$ cat config.mk
export PLATFORM = sky130hd
export DESIGN_NAME = y86_hazard_ctrl_p_flat
export DESIGN_NICKNAME = d
export VERILOG_FILES = /design/src/rtl/y86_hazard_ctrl_p_pkg.sv /design/src/rtl/y86_hazard_ctrl_p_if.sv /design/src/rtl/y86_hazard_ctrl_p_sat_counter.sv /design/src/rtl/y86_hazard_ctrl_p.sv /design/src/flat_wrapper.sv
export SDC_FILE = /design/constraint.sdc
export NUM_CORES = 1
export LEC_CHECK = 0
export BUFFER_PORTS_ARGS = -buffer_cell sky130_fd_sc_hd__buf_2
export CAP_MARGIN = 25
export CORE_ASPECT_RATIO = 1.1
export CORE_UTILIZATION = 25
export DETAILED_ROUTE_END_ITERATION = 8
export SYNTH_ARGS = -nofsm -noshare
export SYNTH_HDL_FRONTEND = slang
export SYNTH_SLANG_ARGS = --single-unit
$ cat constraint.sdc
create_clock -name clk -period 5.7 [get_ports clk]
set_input_delay 1.71 -clock clk [delete_from_list [all_inputs] [get_ports clk]]
set_output_delay 1.71 -clock clk [all_outputs]
set_load 0.01 [all_outputs]
$ cat src/rtl/y86_hazard_ctrl_p_pkg.sv
// Shared Y86 constants and the hazard-controller state type.
// Imported by the hazard control unit (optional perf counters: HAZ_PERF_CNT_EN).
package y86_pkg;

    localparam int I_HALT   = 4'h0;
    localparam int I_NOP    = 4'h1;
    localparam int I_RRMOVQ = 4'h2;
    localparam int I_IRMOVQ = 4'h3;
    localparam int I_RMMOVQ = 4'h4;
    localparam int I_MRMOVQ = 4'h5;
    localparam int I_OPQ    = 4'h6;
    localparam int I_JXX    = 4'h7;
    localparam int I_CALL   = 4'h8;
    localparam int I_RET    = 4'h9;
    localparam int I_PUSHQ  = 4'hA;
    localparam int I_POPQ   = 4'hB;

    localparam int STAT_AOK = 1;
    localparam int STAT_HLT = 2;
    localparam int STAT_ADR = 3;
    localparam int STAT_INS = 4;

    localparam int REG_NONE = 4'hF;

    typedef enum logic [1:0] {
        ST_RUN      = 2'd0,
        ST_MEM_WAIT = 2'd1,
        ST_HALTED   = 2'd2
    } haz_state_t;

    // HLT, ADR and INS all stop the pipeline; AOK and unused codes do not.
    function automatic logic stat_is_exc(input int unsigned stat);
        return (stat == STAT_HLT) || (stat == STAT_ADR) || (stat == STAT_INS);
    endfunction

endpackage

$ cat src/rtl/y86_hazard_ctrl_p_if.sv
// Pipeline-side bundle for the hazard controller: stage status in, stall/bubble controls out.
// The perf counter outputs (HAZ_PERF_CNT_EN) are plain ports on the top, not part of this bundle.
interface y86_hazard_ctrl_p_if #(
    parameter int ICODE_W = 4,
    parameter int REG_AW  = 4,
    parameter int STAT_W  = 3
);
    logic [ICODE_W-1:0] D_icode;
    logic [REG_AW-1:0]  d_srcA;
    logic [REG_AW-1:0]  d_srcB;
    logic [ICODE_W-1:0] E_icode;
    logic [REG_AW-1:0]  E_dstM;
    logic               e_Cnd;
    logic [ICODE_W-1:0] M_icode;
    logic [STAT_W-1:0]  m_stat;
    logic [STAT_W-1:0]  W_stat;
    logic               dmem_req;
    logic               dmem_ready;

    logic F_stall, D_stall, E_stall, M_stall, W_stall;
    logic D_bubble, E_bubble, M_bubble, W_bubble;
    logic               halted;
    logic [STAT_W-1:0]  halt_stat;
    logic               mem_tmo;

    modport master (
        output D_icode, d_srcA, d_srcB, E_icode, E_dstM, e_Cnd, M_icode,
               m_stat, W_stat, dmem_req, dmem_ready,
        input  F_stall, D_stall, E_stall, M_stall, W_stall,
               D_bubble, E_bubble, M_bubble, W_bubble,
               halted, halt_stat, mem_tmo
    );

    modport slave (
        input  D_icode, d_srcA, d_srcB, E_icode, E_dstM, e_Cnd, M_icode,
               m_stat, W_stat, dmem_req, dmem_ready,
        output F_stall, D_stall, E_stall, M_stall, W_stall,
               D_bubble, E_bubble, M_bubble, W_bubble,
               halted, halt_stat, mem_tmo
    );

endinterface

$ cat src/rtl/y86_hazard_ctrl_p_sat_counter.sv
// Saturating event counter used for the hazard perf counters (HAZ_PERF_CNT_EN builds).
module haz_sat_counter #(
    parameter int CNT_W = 32
) (
    input  logic             clk,
    input  logic             rst,
    input  logic             inc,
    input  logic             clr,
    output logic [CNT_W-1:0] count
);

    logic [CNT_W-1:0] count_reg;
    logic [CNT_W-1:0] count_next;

    always_comb begin
        count_next = count_reg;
        if (clr) begin
            count_next = '0;
        end else if (inc && (count_reg != {CNT_W{1'b1}})) begin
            count_next = count_reg + 1'b1;
        end
    end

    always_ff @(posedge clk or posedge rst) begin
        if (rst) begin
            count_reg <= '0;
        end else begin
            count_reg <= count_next;
        end
    end

    assign count = count_reg;

endmodule

$ cat src/rtl/y86_hazard_ctrl_p.sv
// Y86 pipeline hazard/control unit: per-stage stall/bubble, memory wait with timeout, latched halt.
// Define HAZ_PERF_CNT_EN to add saturating hazard event counters as extra output ports.
module y86_hazard_ctrl_p
    import y86_pkg::*;
#(
    parameter int ICODE_W = 4,
    parameter int REG_AW  = 4,
    parameter int STAT_W  = 3,
    parameter int MEM_TMO = 16,
    parameter int CNT_W   = 32
) (
    input  logic              clk,
    input  logic              rst,
    y86_hazard_ctrl_p_if.slave pipe
`ifdef HAZ_PERF_CNT_EN
    ,
    output logic [CNT_W-1:0]  cnt_loaduse,
    output logic [CNT_W-1:0]  cnt_ret,
    output logic [CNT_W-1:0]  cnt_mispred,
    output logic [CNT_W-1:0]  cnt_memwait
`endif
);

    localparam int TW = (MEM_TMO > 2) ? $clog2(MEM_TMO) : 1;
    localparam logic [TW-1:0] CNT_MAX = TW'(MEM_TMO - 1);

    if (MEM_TMO < 2 || CNT_W < 1) begin : g_param_check
        $error("y86_hazard_ctrl_p: MEM_TMO must be >= 2 and CNT_W >= 1");
    end

    haz_state_t        state_reg, state_next;
    logic [TW-1:0]     wait_cnt_reg, wait_cnt_next;
    logic [STAT_W-1:0] halt_stat_reg, halt_stat_next;
    logic              mem_tmo_reg, mem_tmo_next;

    logic loaduse, ret_any, mispred, m_exc, w_exc;
    logic mem_miss, mem_stall, run_active;

    always_comb begin
        loaduse = ((pipe.E_icode == ICODE_W'(I_MRMOVQ)) || (pipe.E_icode == ICODE_W'(I_POPQ)))
               && (pipe.E_dstM != {REG_AW{1'b1}})
               && ((pipe.E_dstM == pipe.d_srcA) || (pipe.E_dstM == pipe.d_srcB));
        ret_any = (pipe.D_icode == ICODE_W'(I_RET)) || (pipe.E_icode == ICODE_W'(I_RET))
               || (pipe.M_icode == ICODE_W'(I_RET));
        mispred = (pipe.E_icode == ICODE_W'(I_JXX)) && !pipe.e_Cnd;
        m_exc   = stat_is_exc(32'(pipe.m_stat));
        w_exc   = stat_is_exc(32'(pipe.W_stat));
        mem_miss = pipe.dmem_req && !pipe.dmem_ready;
    end

    // A fresh miss in RUN stalls immediately, unless W is retiring an exception (halt wins).
    // In MEM_WAIT the stall drops in the very cycle ready arrives.
    always_comb begin
        mem_stall  = 1'b0;
        run_active = 1'b0;
        if (!rst) begin
            case (state_reg)
                ST_RUN:      mem_stall = mem_miss && !w_exc;
                ST_MEM_WAIT: mem_stall = !pipe.dmem_ready;
                default:     mem_stall = 1'b0;
            endcase
            run_active = (state_reg != ST_HALTED) && !mem_stall;
        end
    end

    always_comb begin
        state_next     = state_reg;
        wait_cnt_next  = wait_cnt_reg;
        halt_stat_next = halt_stat_reg;
        mem_tmo_next   = mem_tmo_reg;
        case (state_reg)
            ST_RUN: begin
                if (w_exc) begin
                    state_next     = ST_HALTED;
                    halt_stat_next = pipe.W_stat;
                end else if (mem_miss) begin
                    state_next    = ST_MEM_WAIT;
                    wait_cnt_next = TW'(1);
                end
            end
            ST_MEM_WAIT: begin
                if (pipe.dmem_ready) begin
                    state_next    = ST_RUN;
                    wait_cnt_next = '0;
                end else if (wait_cnt_reg == CNT_MAX) begin
                    state_next     = ST_HALTED;
                    halt_stat_next = STAT_W'(STAT_ADR);
                    mem_tmo_next   = 1'b1;
                end else begin
                    wait_cnt_next = wait_cnt_reg + 1'b1;
                end
            end
            ST_HALTED: begin
                state_next = ST_HALTED;
            end
            default: begin
                state_next = ST_RUN;
            end
        endcase
    end

    always_ff @(posedge clk or posedge rst) begin
        if (rst) begin
            state_reg     <= ST_RUN;
            wait_cnt_reg  <= '0;
            halt_stat_reg <= STAT_W'(STAT_AOK);
            mem_tmo_reg   <= 1'b0;
        end else begin
            state_reg     <= state_next;
            wait_cnt_reg  <= wait_cnt_next;
            halt_stat_reg <= halt_stat_next;
            mem_tmo_reg   <= mem_tmo_next;
        end
    end

    always_comb begin
        pipe.F_stall  = 1'b0;
        pipe.D_stall  = 1'b0;
        pipe.E_stall  = 1'b0;
        pipe.M_stall  = 1'b0;
        pipe.W_stall  = 1'b0;
        pipe.D_bubble = 1'b0;
        pipe.E_bubble = 1'b0;
        pipe.M_bubble = 1'b0;
        pipe.W_bubble = 1'b0;
        if (rst) begin
            pipe.F_stall = 1'b0;
        end else if (state_reg == ST_HALTED) begin
            pipe.F_stall = 1'b1;
            pipe.D_stall = 1'b1;
            pipe.E_stall = 1'b1;
            pipe.M_stall = 1'b1;
            pipe.W_stall = 1'b1;
        end else if (mem_stall) begin
            pipe.F_stall  = 1'b1;
            pipe.D_stall  = 1'b1;
            pipe.E_stall  = 1'b1;
            pipe.M_stall  = 1'b1;
            pipe.W_bubble = 1'b1;
        end else begin
            pipe.F_stall  = loaduse || ret_any;
            pipe.D_stall  = loaduse;
            pipe.D_bubble = mispred || (ret_any && !loaduse);
            pipe.E_bubble = mispred || loaduse;
            pipe.M_bubble = m_exc || w_exc;
            pipe.W_stall  = w_exc;
        end
    end

    assign pipe.halted    = (state_reg == ST_HALTED);
    assign pipe.halt_stat = halt_stat_reg;
    assign pipe.mem_tmo   = mem_tmo_reg;

`ifdef HAZ_PERF_CNT_EN
    haz_sat_counter #(.CNT_W(CNT_W)) u_cnt_loaduse (
        .clk(clk), .rst(rst), .inc(run_active && loaduse), .clr(1'b0), .count(cnt_loaduse)
    );
    haz_sat_counter #(.CNT_W(CNT_W)) u_cnt_ret (
        .clk(clk), .rst(rst), .inc(run_active && ret_any), .clr(1'b0), .count(cnt_ret)
    );
    haz_sat_counter #(.CNT_W(CNT_W)) u_cnt_mispred (
        .clk(clk), .rst(rst), .inc(run_active && mispred), .clr(1'b0), .count(cnt_mispred)
    );
    haz_sat_counter #(.CNT_W(CNT_W)) u_cnt_memwait (
        .clk(clk), .rst(rst), .inc(mem_stall), .clr(1'b0), .count(cnt_memwait)
    );
`else
    logic unused_run_active;
    assign unused_run_active = run_active;
`endif

endmodule

$ cat src/flat_wrapper.sv
// flat-port wrapper written by rule: the top's interface ports become plain ports
module y86_hazard_ctrl_p_flat import y86_pkg::*;
#(
    parameter int ICODE_W = 4,
    parameter int REG_AW  = 4,
    parameter int STAT_W  = 3,
    parameter int MEM_TMO = 16,
    parameter int CNT_W   = 32
)
  (clk, rst, pipe_D_icode, pipe_d_srcA, pipe_d_srcB, pipe_E_icode, pipe_E_dstM, pipe_e_Cnd, pipe_M_icode, pipe_m_stat, pipe_W_stat, pipe_dmem_req, pipe_dmem_ready, pipe_F_stall, pipe_D_stall, pipe_E_stall, pipe_M_stall, pipe_W_stall, pipe_D_bubble, pipe_E_bubble, pipe_M_bubble, pipe_W_bubble, pipe_halted, pipe_halt_stat, pipe_mem_tmo);
  y86_hazard_ctrl_p_if #(.ICODE_W(ICODE_W), .REG_AW(REG_AW), .STAT_W(STAT_W)) pipe_i ();
  input  logic clk;
  input  logic rst;
  input wire logic [$bits(pipe_i.D_icode)-1:0] pipe_D_icode;
  input wire logic [$bits(pipe_i.d_srcA)-1:0] pipe_d_srcA;
  input wire logic [$bits(pipe_i.d_srcB)-1:0] pipe_d_srcB;
  input wire logic [$bits(pipe_i.E_icode)-1:0] pipe_E_icode;
  input wire logic [$bits(pipe_i.E_dstM)-1:0] pipe_E_dstM;
  input wire logic [$bits(pipe_i.e_Cnd)-1:0] pipe_e_Cnd;
  input wire logic [$bits(pipe_i.M_icode)-1:0] pipe_M_icode;
  input wire logic [$bits(pipe_i.m_stat)-1:0] pipe_m_stat;
  input wire logic [$bits(pipe_i.W_stat)-1:0] pipe_W_stat;
  input wire logic [$bits(pipe_i.dmem_req)-1:0] pipe_dmem_req;
  input wire logic [$bits(pipe_i.dmem_ready)-1:0] pipe_dmem_ready;
  output wire logic [$bits(pipe_i.F_stall)-1:0] pipe_F_stall;
  output wire logic [$bits(pipe_i.D_stall)-1:0] pipe_D_stall;
  output wire logic [$bits(pipe_i.E_stall)-1:0] pipe_E_stall;
  output wire logic [$bits(pipe_i.M_stall)-1:0] pipe_M_stall;
  output wire logic [$bits(pipe_i.W_stall)-1:0] pipe_W_stall;
  output wire logic [$bits(pipe_i.D_bubble)-1:0] pipe_D_bubble;
  output wire logic [$bits(pipe_i.E_bubble)-1:0] pipe_E_bubble;
  output wire logic [$bits(pipe_i.M_bubble)-1:0] pipe_M_bubble;
  output wire logic [$bits(pipe_i.W_bubble)-1:0] pipe_W_bubble;
  output wire logic [$bits(pipe_i.halted)-1:0] pipe_halted;
  output wire logic [$bits(pipe_i.halt_stat)-1:0] pipe_halt_stat;
  output wire logic [$bits(pipe_i.mem_tmo)-1:0] pipe_mem_tmo;
  assign pipe_i.D_icode = pipe_D_icode;
  assign pipe_i.d_srcA = pipe_d_srcA;
  assign pipe_i.d_srcB = pipe_d_srcB;
  assign pipe_i.E_icode = pipe_E_icode;
  assign pipe_i.E_dstM = pipe_E_dstM;
  assign pipe_i.e_Cnd = pipe_e_Cnd;
  assign pipe_i.M_icode = pipe_M_icode;
  assign pipe_i.m_stat = pipe_m_stat;
  assign pipe_i.W_stat = pipe_W_stat;
  assign pipe_i.dmem_req = pipe_dmem_req;
  assign pipe_i.dmem_ready = pipe_dmem_ready;
  assign pipe_F_stall = pipe_i.F_stall;
  assign pipe_D_stall = pipe_i.D_stall;
  assign pipe_E_stall = pipe_i.E_stall;
  assign pipe_M_stall = pipe_i.M_stall;
  assign pipe_W_stall = pipe_i.W_stall;
  assign pipe_D_bubble = pipe_i.D_bubble;
  assign pipe_E_bubble = pipe_i.E_bubble;
  assign pipe_M_bubble = pipe_i.M_bubble;
  assign pipe_W_bubble = pipe_i.W_bubble;
  assign pipe_halted = pipe_i.halted;
  assign pipe_halt_stat = pipe_i.halt_stat;
  assign pipe_mem_tmo = pipe_i.mem_tmo;
  y86_hazard_ctrl_p #(.ICODE_W(ICODE_W), .REG_AW(REG_AW), .STAT_W(STAT_W), .MEM_TMO(MEM_TMO), .CNT_W(CNT_W)) u_core (.clk(clk), .rst(rst), .pipe(pipe_i));
endmodule
==> metrics.md, run 1 <==
| Metric | Value |
|---|---|
| Post-detailed-route wirelength per cell | 11.7 um |
| Area of the core | 3330 um2 |
| Dominant cell type by count on the critical path | buf_2 |
| Result of the run | finished clean |
| Final worst path period need | 4630 ps |
| CP max stage delay | 430 ps |
| Vias | 958 |
| Number of nets with antenna violations after routing | 0 |
| Cell Chain, Critical Path | buf_2, or3b_4, a311o_1, o211ai_2, a31oi_1, buf_2 |
| Final weighted congestion of routability-driven global placement | 0.792 |
| Yosys reg bits | 10 |
| GRT overflow | 0 |
| Crit path max-delay family | compound AO/OA/AOI/OAI gates |
| Clk Latency, worst-skew pair | 270 ps |
| Fill cell instance count of the final layout | 347 |
| Worst slack at placement | 1070 ps |
| Post-synth EDFFs | 0 |
| Least-Margin Pin Slew | 551 ps |
| Pwr/cell area | 215 nW/um2 |
| Core Rows | 22 |
| First-pass GRT wire length | 3.84 mm |
| Total placed cells including tap cells | 193 |
| Ratio of final minimum period to clock period | 0.813 |
| Total non-filler cell area in the finished layout | 1190 um2 |
| Yosys warnings | 0 |
| I/O Pins | 49 |
| Most used flip-flop cell after synthesis | dfrtp_1 |
| Number of distinct standard cells referenced by the synthesized netlist | 47 |
| LEAKAGE | 0.000569 uW |
| TritonCTS Buffers | 3 |
| Initial cell density of the core | 0.262 |
| Peak ir drop on the vdd network | 0.141 mV |
| Summed instance area of the synthesized netlist | 873 um2 |
| H-tree level count | 1 |
| Hold Crit Class | reg -> reg |
| Summed negative setup slack over all endpoints | 0 ps |
| Register-to-register setup slack | 4040 ps |
| Number of violations reported at the end of detailed-routing iteration 0 | 46 |
| Clock transition at the register clock pins on the worst setup and hold paths after CTS | 70 ps |
| Async set or reset register ratio after synthesis | 1.00 |
| Via count of the first global-routing pass | 924 |
| Post-route DRC violation count | 0 |
| Fraction of final layout cells sized beyond drive strength 1 | 0.416 |
| Bufs and invs on worst path | 2 |
| Detailed-placement wirelength estimate | 1.86 mm |
| Number of flip-flops in the largest register | 4 |
| Worst path required time | 3990 ps |
| Diodes inserted | 0 |
| Relative max-transition margin | 0.633 |
| Slack of the critical path | 1070 ps |
| Tightest hold margin | 461 ps |
| TritonCTS clock tree | done |
| Avg Synthesized Cell Area | 8.65 um2 |
| Count of max-cap constraint violations | 0 |
| Kind of capture point of the worst setup path | output pin |
| Die area | 3730 um2 |
| Final setup fails | 0 |
| Clk root buf | clkbuf_4 |
| Final non-filler cell total | 197 |
| Worst EP arrival | 2920 ps |
| Maximum number of buffers from clock root to sink | 2 |
| Number of instances in the synthesized netlist | 101 |
| Count of buffers inserted at the top-level ports | 48 |
| Global router's overall resource usage | 0.127 |
| Maximum number of pins on one net before global-route repair | 16 |
| Initial antenna violation count | 0 |
| Hold buffer count at cts | 0 |
| Clock Sink Count | 10 |
| Number of nets at the end of the flow | 186 |
| Max-slew violation total from the final report | 0 |
| Max Clock Freq | 216 MHz |
| Syn Nets | 137 |
| Critical-path cell with the highest stage delay | or3b_4 |
| Overall die height | 64.0 um |
| Launching element type of the critical path | input pin |
| DRT Pass-1 Iters | 4 |
| Post-CTS Setup Inserts | 0 |
| Horizontal die dimension | 58.4 um |
| Largest clock skew in the final design | 0.869 ps |
| Setup CP Type | in -> out |
| Routed wire length | 2.30 mm |
| DR vias/cell | 4.86 |
| # resized after CTS | 0 |
| Number of hold violations in the final report | 0 |
| Sequential cell area fraction in the yosys report | 0.288 |
| Placement Cell Area | 1150 um2 |
| Highest fanout seen on the critical path | 5 |
| Area grow syn2layout | 35.8% |
| RSZ-0062 raised after global routing | false |
==> final timing paths <==
kind | from | to | depth (start not counted)
worst max register to register | u_core.wait_cnt_reg[0] | u_core.wait_cnt_reg[0] | 5
worst min-delay path | u_core.pipe.halt_stat[0] | u_core.pipe.halt_stat[0] | 2
max in group asynchronous | rst | u_core.pipe.halt_stat[0] | 2
min in group asynchronous | rst | u_core.state_reg[0] | 2
worst min register to register | u_core.pipe.halt_stat[0] | u_core.pipe.halt_stat[0] | 2
worst max-delay path | pipe_W_stat[0] | pipe_F_stall | 6
==> through the flow <==
stage / total power [uW] / util
detailed placement: 191 / 0.345
CTS: 258 / 0.356
global route: 273 / 0.356
finish: 255 / 0.356
floorplan: 154 / -
global placement: 186 / 0.345
==> synthesized netlist by cell type, types with 2 or more instances <==
master / count / area (um2)
buf_4: 2 / 15.0
a21oi_1: 5 / 25.0
dfrtp_1: 9 / 225
a31oi_1: 3 / 18.8
nor4bb_1: 3 / 30.0
nand2_1: 8 / 30.0
o21bai_1: 2 / 15.0
o21ai_0: 3 / 15.0
inv_1: 7 / 26.3
o21ai_1: 3 / 15.0
mux2i_1: 2 / 20.0
and3_1: 2 / 12.5
nor4_1: 4 / 25.0
nand2b_1: 2 / 12.5
xor2_1: 8 / 70.1
nor3_1: 2 / 10.0
nor2_1: 6 / 22.5
==> power by group <==
group	total, uW	switching, uW	leakage, uW	internal [uW]
clock	65.3	26.5	0.0000210	38.8
sequential	107	14.1	0.000117	92.7
combinational	82.6	43.0	0.000431	39.6
==> cells by family (layout without fill, tap and decap cells) <==
family	after synthesis	count (layout)	synth area share
flops	10	10	0.288
buf+inv	12	60	0.0616
fa+ha+maj	1	1	0.0143
compound gates	28	28	0.239
xor+xnor	8	8	0.0802
mux	3	3	0.0401
simple gates	39	39	0.277
==> layout by cell type, fill, tap and decap left out, types with 2 or more instances in the layout <==
master    synthesis  final
and3_1            2      2
nor2_1            6      6
mux2i_1           2      2
nor4bb_1          3      3
nand2b_1          2      2
o21ai_0           3      3
inv_1             7      7
buf_2             1     48
dfrtp_1           9      9
o21ai_1           3      3
a31oi_1           3      3
o21bai_1          2      2
a21oi_1           5      5
xor2_1            8      8
nor3_1            2      2
nand2_1           8      8
clkbuf_4          0      3
nor4_1            4      4
==> area by class of cell <==
type	count	area, um2	share of cell area
multi-input cells	79	568	0.479
inverters	8	30.0	0.0253
flip-flops and latches	10	251	0.212
clock buffers	4	36.3	0.0306
repair buffers	48	240	0.203
well taps	48	60.1	0.0506
==> tightest hold or removal path, stage by stage, from the launching register on <==
cell	delay, ps
dfstp_2	370
inv_1	40
a21oi_1	50
==> per-layer routing <==
| layer | global-route usage | share of wire | vias to the layer above |
|---|---|---|---|
| li1 | - | - | 475 |
| met1 | 0.163 | 0.44 | 437 |
| met2 | 0.226 | 0.48 | 44 |
| met3 | 0.0162 | 0.079 | 2 |
| met4 | 0.0268 | 0.0039 | 0 |
| met5 | 0 | 0 | - |
No activity file was read; power rests on OpenSTA's default activity.
==> inputs of run 2 (changes only) <==
==> constraint.sdc (replaced) <==
create_clock -name clk -period 3.73 [get_ports clk]
set_input_delay 1.119 -clock clk [delete_from_list [all_inputs] [get_ports clk]]
set_output_delay 1.119 -clock clk [all_outputs]
set_load 0.01 [all_outputs]
==> metrics.md, run 2 (same netlist as run 1, synthesis figures left out) <==
| Metric | Value |
|---|---|
| Total power draw | 389 uW (+53%) |
| Core Rows | 22 (unchanged) |
| Maximum number of buffers from clock root to sink | 2 (unchanged) |
| Post-detailed-route wirelength per cell | 11.9 um (+1.9%) |
| Result of the run | finished clean |
| Hold Crit Class | reg -> reg |
| Routed wire length | 2.36 mm (+2.4%) |
| Post-route DRC violation count | 0 (unchanged) |
| H-tree level count | 1 (unchanged) |
| Dominant cell type by count on the critical path | buf_2 |
| Maximum number of pins on one net before global-route repair | 16 (unchanged) |
| Clock share of power | 0.257 (about the same) |
| CP max stage delay | 430 ps (about the same) |
| Bufs and invs on worst path | 2 (unchanged) |
| Number of flip-flops in the largest register | 4 (unchanged) |
| Clock transition at the register clock pins on the worst setup and hold paths after CTS | 70 ps (about the same) |
| Sw Share | 0.325 (-0.00309) |
| GRT overflow | 0 (unchanged) |
| Pwr/cell area | 326 nW/um2 (+52%) |
| RSZ-0062 raised after global routing | false |
| Least-Margin Pin Slew | 575 ps (+23.7 ps) |
| Largest clock skew in the final design | 10.2 ps (+9.34 ps) |
| Int Pwr | 262 uW (+53%) |
| Global router's overall resource usage | 0.133 (+0.00528) |
| Max Clock Freq | 290 MHz |
| Cell Chain, Critical Path | buf_2, or3b_4, a311o_1, o211ai_2, a31oi_1, buf_2 |
| Hold buffer count at cts | 0 (unchanged) |
| Critical-path cell with the highest stage delay | or3b_4 |
| Overall die height | 64.0 um (unchanged) |
| Detailed-placement wirelength estimate | 1.96 mm (+5.4%) |
| First-pass GRT wire length | 3.91 mm (+1.6%) |
| Worst setup path startpoint | pipe_W_stat[0] |
| Relative max-transition margin | 0.617 (-0.0158) |
| Final worst path period need | 3450 ps |
| Setup CP Type | in -> out |
| Worst Hold Launch | u_core.pipe.halt_stat[0] |
| Most frequent cells in the layout | buf_2 (48), dfrtp_1 (9), nand2_1 (8), xor2_1 (8), inv_1 (7) |
| DR vias/cell | 4.82 (-0.82%) |
| Fraction of final layout cells sized beyond drive strength 1 | 0.420 (+0.00389) |
| TritonCTS Buffers | 3 (unchanged) |
| Ratio of final minimum period to clock period | 0.924 |
| Clk root buf | clkbuf_4 |
| I/O Pins | 49 (unchanged) |
| Launching element type of the critical path | input pin |
| Final weighted congestion of routability-driven global placement | 0.800 (+1.0%) |
| Most common cell after layout, fill and taps aside | buf_2 |
| Fill cell instance count of the final layout | 362 (+4.3%) |
| Number of hold violations in the final report | 0 (unchanged) |
| Part of the power in registers | 0.417 (-0.002) |
| Switching power summed over all nets | 126 uW (+51%) |
| Total placed cells including tap cells | 194 (+0.52%) |
| Number of violations reported at the end of detailed-routing iteration 0 | 72 (+57%) |
| LEAKAGE | 0.000574 uW (+0.84%) |
| Diodes inserted | 0 (unchanged) |
| Number of nets with antenna violations after routing | 0 (unchanged) |
| Initial cell density of the core | 0.262 (unchanged) |
| Count of buffers inserted at the top-level ports | 48 (unchanged) |
| Die area | 3730 um2 (unchanged) |
| Vias | 955 (-0.31%) |
| Crit path max-delay family | compound AO/OA/AOI/OAI gates |
| Initial antenna violation count | 0 (unchanged) |
| Worst EP arrival | 2330 ps (-590 ps) |
| Final non-filler cell total | 198 (+0.51%) |
| Kind of capture point of the worst setup path | output pin |
| Post-CTS Setup Inserts | 0 (unchanged) |
| Summed negative setup slack over all endpoints | 0 ps (unchanged) |
| DRT Pass-1 Iters | 4 (unchanged) |
| Via count of the first global-routing pass | 965 (+4.4%) |
| Worst path required time | 2610 ps (-1380 ps) |
| Number of nets at the end of the flow | 187 (+0.54%) |
| Max-slew violation total from the final report | 0 (unchanged) |
| Count of max-cap constraint violations | 0 (unchanged) |
| # resized after CTS | 0 (unchanged) |
| TritonCTS clock tree | done |
| Clock Sink Count | 10 (unchanged) |
| Final setup fails | 0 (unchanged) |
| Combinational Power Share | 0.326 (+0.002) |
| Area grow syn2layout | 36.7% |
| Horizontal die dimension | 58.4 um (unchanged) |
| Clk Latency, worst-skew pair | 270 ps (about the same) |
| Reg-to-Reg Start | u_core.state_reg[0] |
| Area of the core | 3330 um2 (unchanged) |
| Highest fanout seen on the critical path | 5 (unchanged) |
| Peak ir drop on the vdd network | 0.247 mV (+76%) |
[run 2: changes by cell type in the layout (fill, tap and decap cells not counted), sizes merged]
cell  previous run  this run
buf             48        49
[run 2: worst paths after layout]
check                      depth (start not counted)  slack, ps                       end
hold / removal                                     2        460  u_core.pipe.halt_stat[0]
min in group asynchronous                          3        900       u_core.state_reg[0]
hold reg to reg                                    2        460  u_core.pipe.halt_stat[0]
setup reg to reg                                   3       2060    u_core.wait_cnt_reg[0]
setup / recovery                                   6        280              pipe_F_stall
max in group asynchronous                          3       2610  u_core.pipe.halt_stat[0]
[run 2: layout make-up]
cell class	instances	area, um2	share of cell area
clock buffers	4	36.3	0.0304
well taps	48	60.1	0.0503
multi-input cells	79	568	0.476
repair buffers	49	248	0.208
inverters	8	30.0	0.0252
flip-flops and latches	10	251	0.211
[run 2: worst reg2reg max path: stages, from the launching register on]
cell and delay (ps):
dfrtp_1 710, nand2_1 240, a21oi_2 270, mux2_4 320
[run 2: power by group through the flow]
stage | sequential (uW) | combinational, uW | clock, uW
after global placement | 163 | 122 | 0
after global routing | 166 | 144 | 109
final | 162 | 127 | 99.8
after CTS | 162 | 129 | 102
after detailed placement | 164 | 129 | 0
after floorplan | 169 | 66.6 | 0
[run 2: metrics by stage]
stage                     hold slack, ps  cell area, um2   util  setup slack, ps
final                                464            1190  0.358              283
after global routing                 492            1190  0.358              182
after CTS                            467            1190  0.358              273
after detailed placement             456            1160  0.347              272
after global placement               450            1160  0.347              283
after floorplan                      467             873      -              455
[run 2: layer usage]
metal / routed length, um / vias to the layer above / share of wire / track usage
li1: - / 476 / - / -
met1: 976 / 431 / 0.41 / 0.141
met2: 1150 / 46 / 0.49 / 0.256
met3: 209 / 2 / 0.089 / 0.0263
met4: 19 / 0 / 0.0081 / 0.0387
met5: 0 / - / 0 / 0
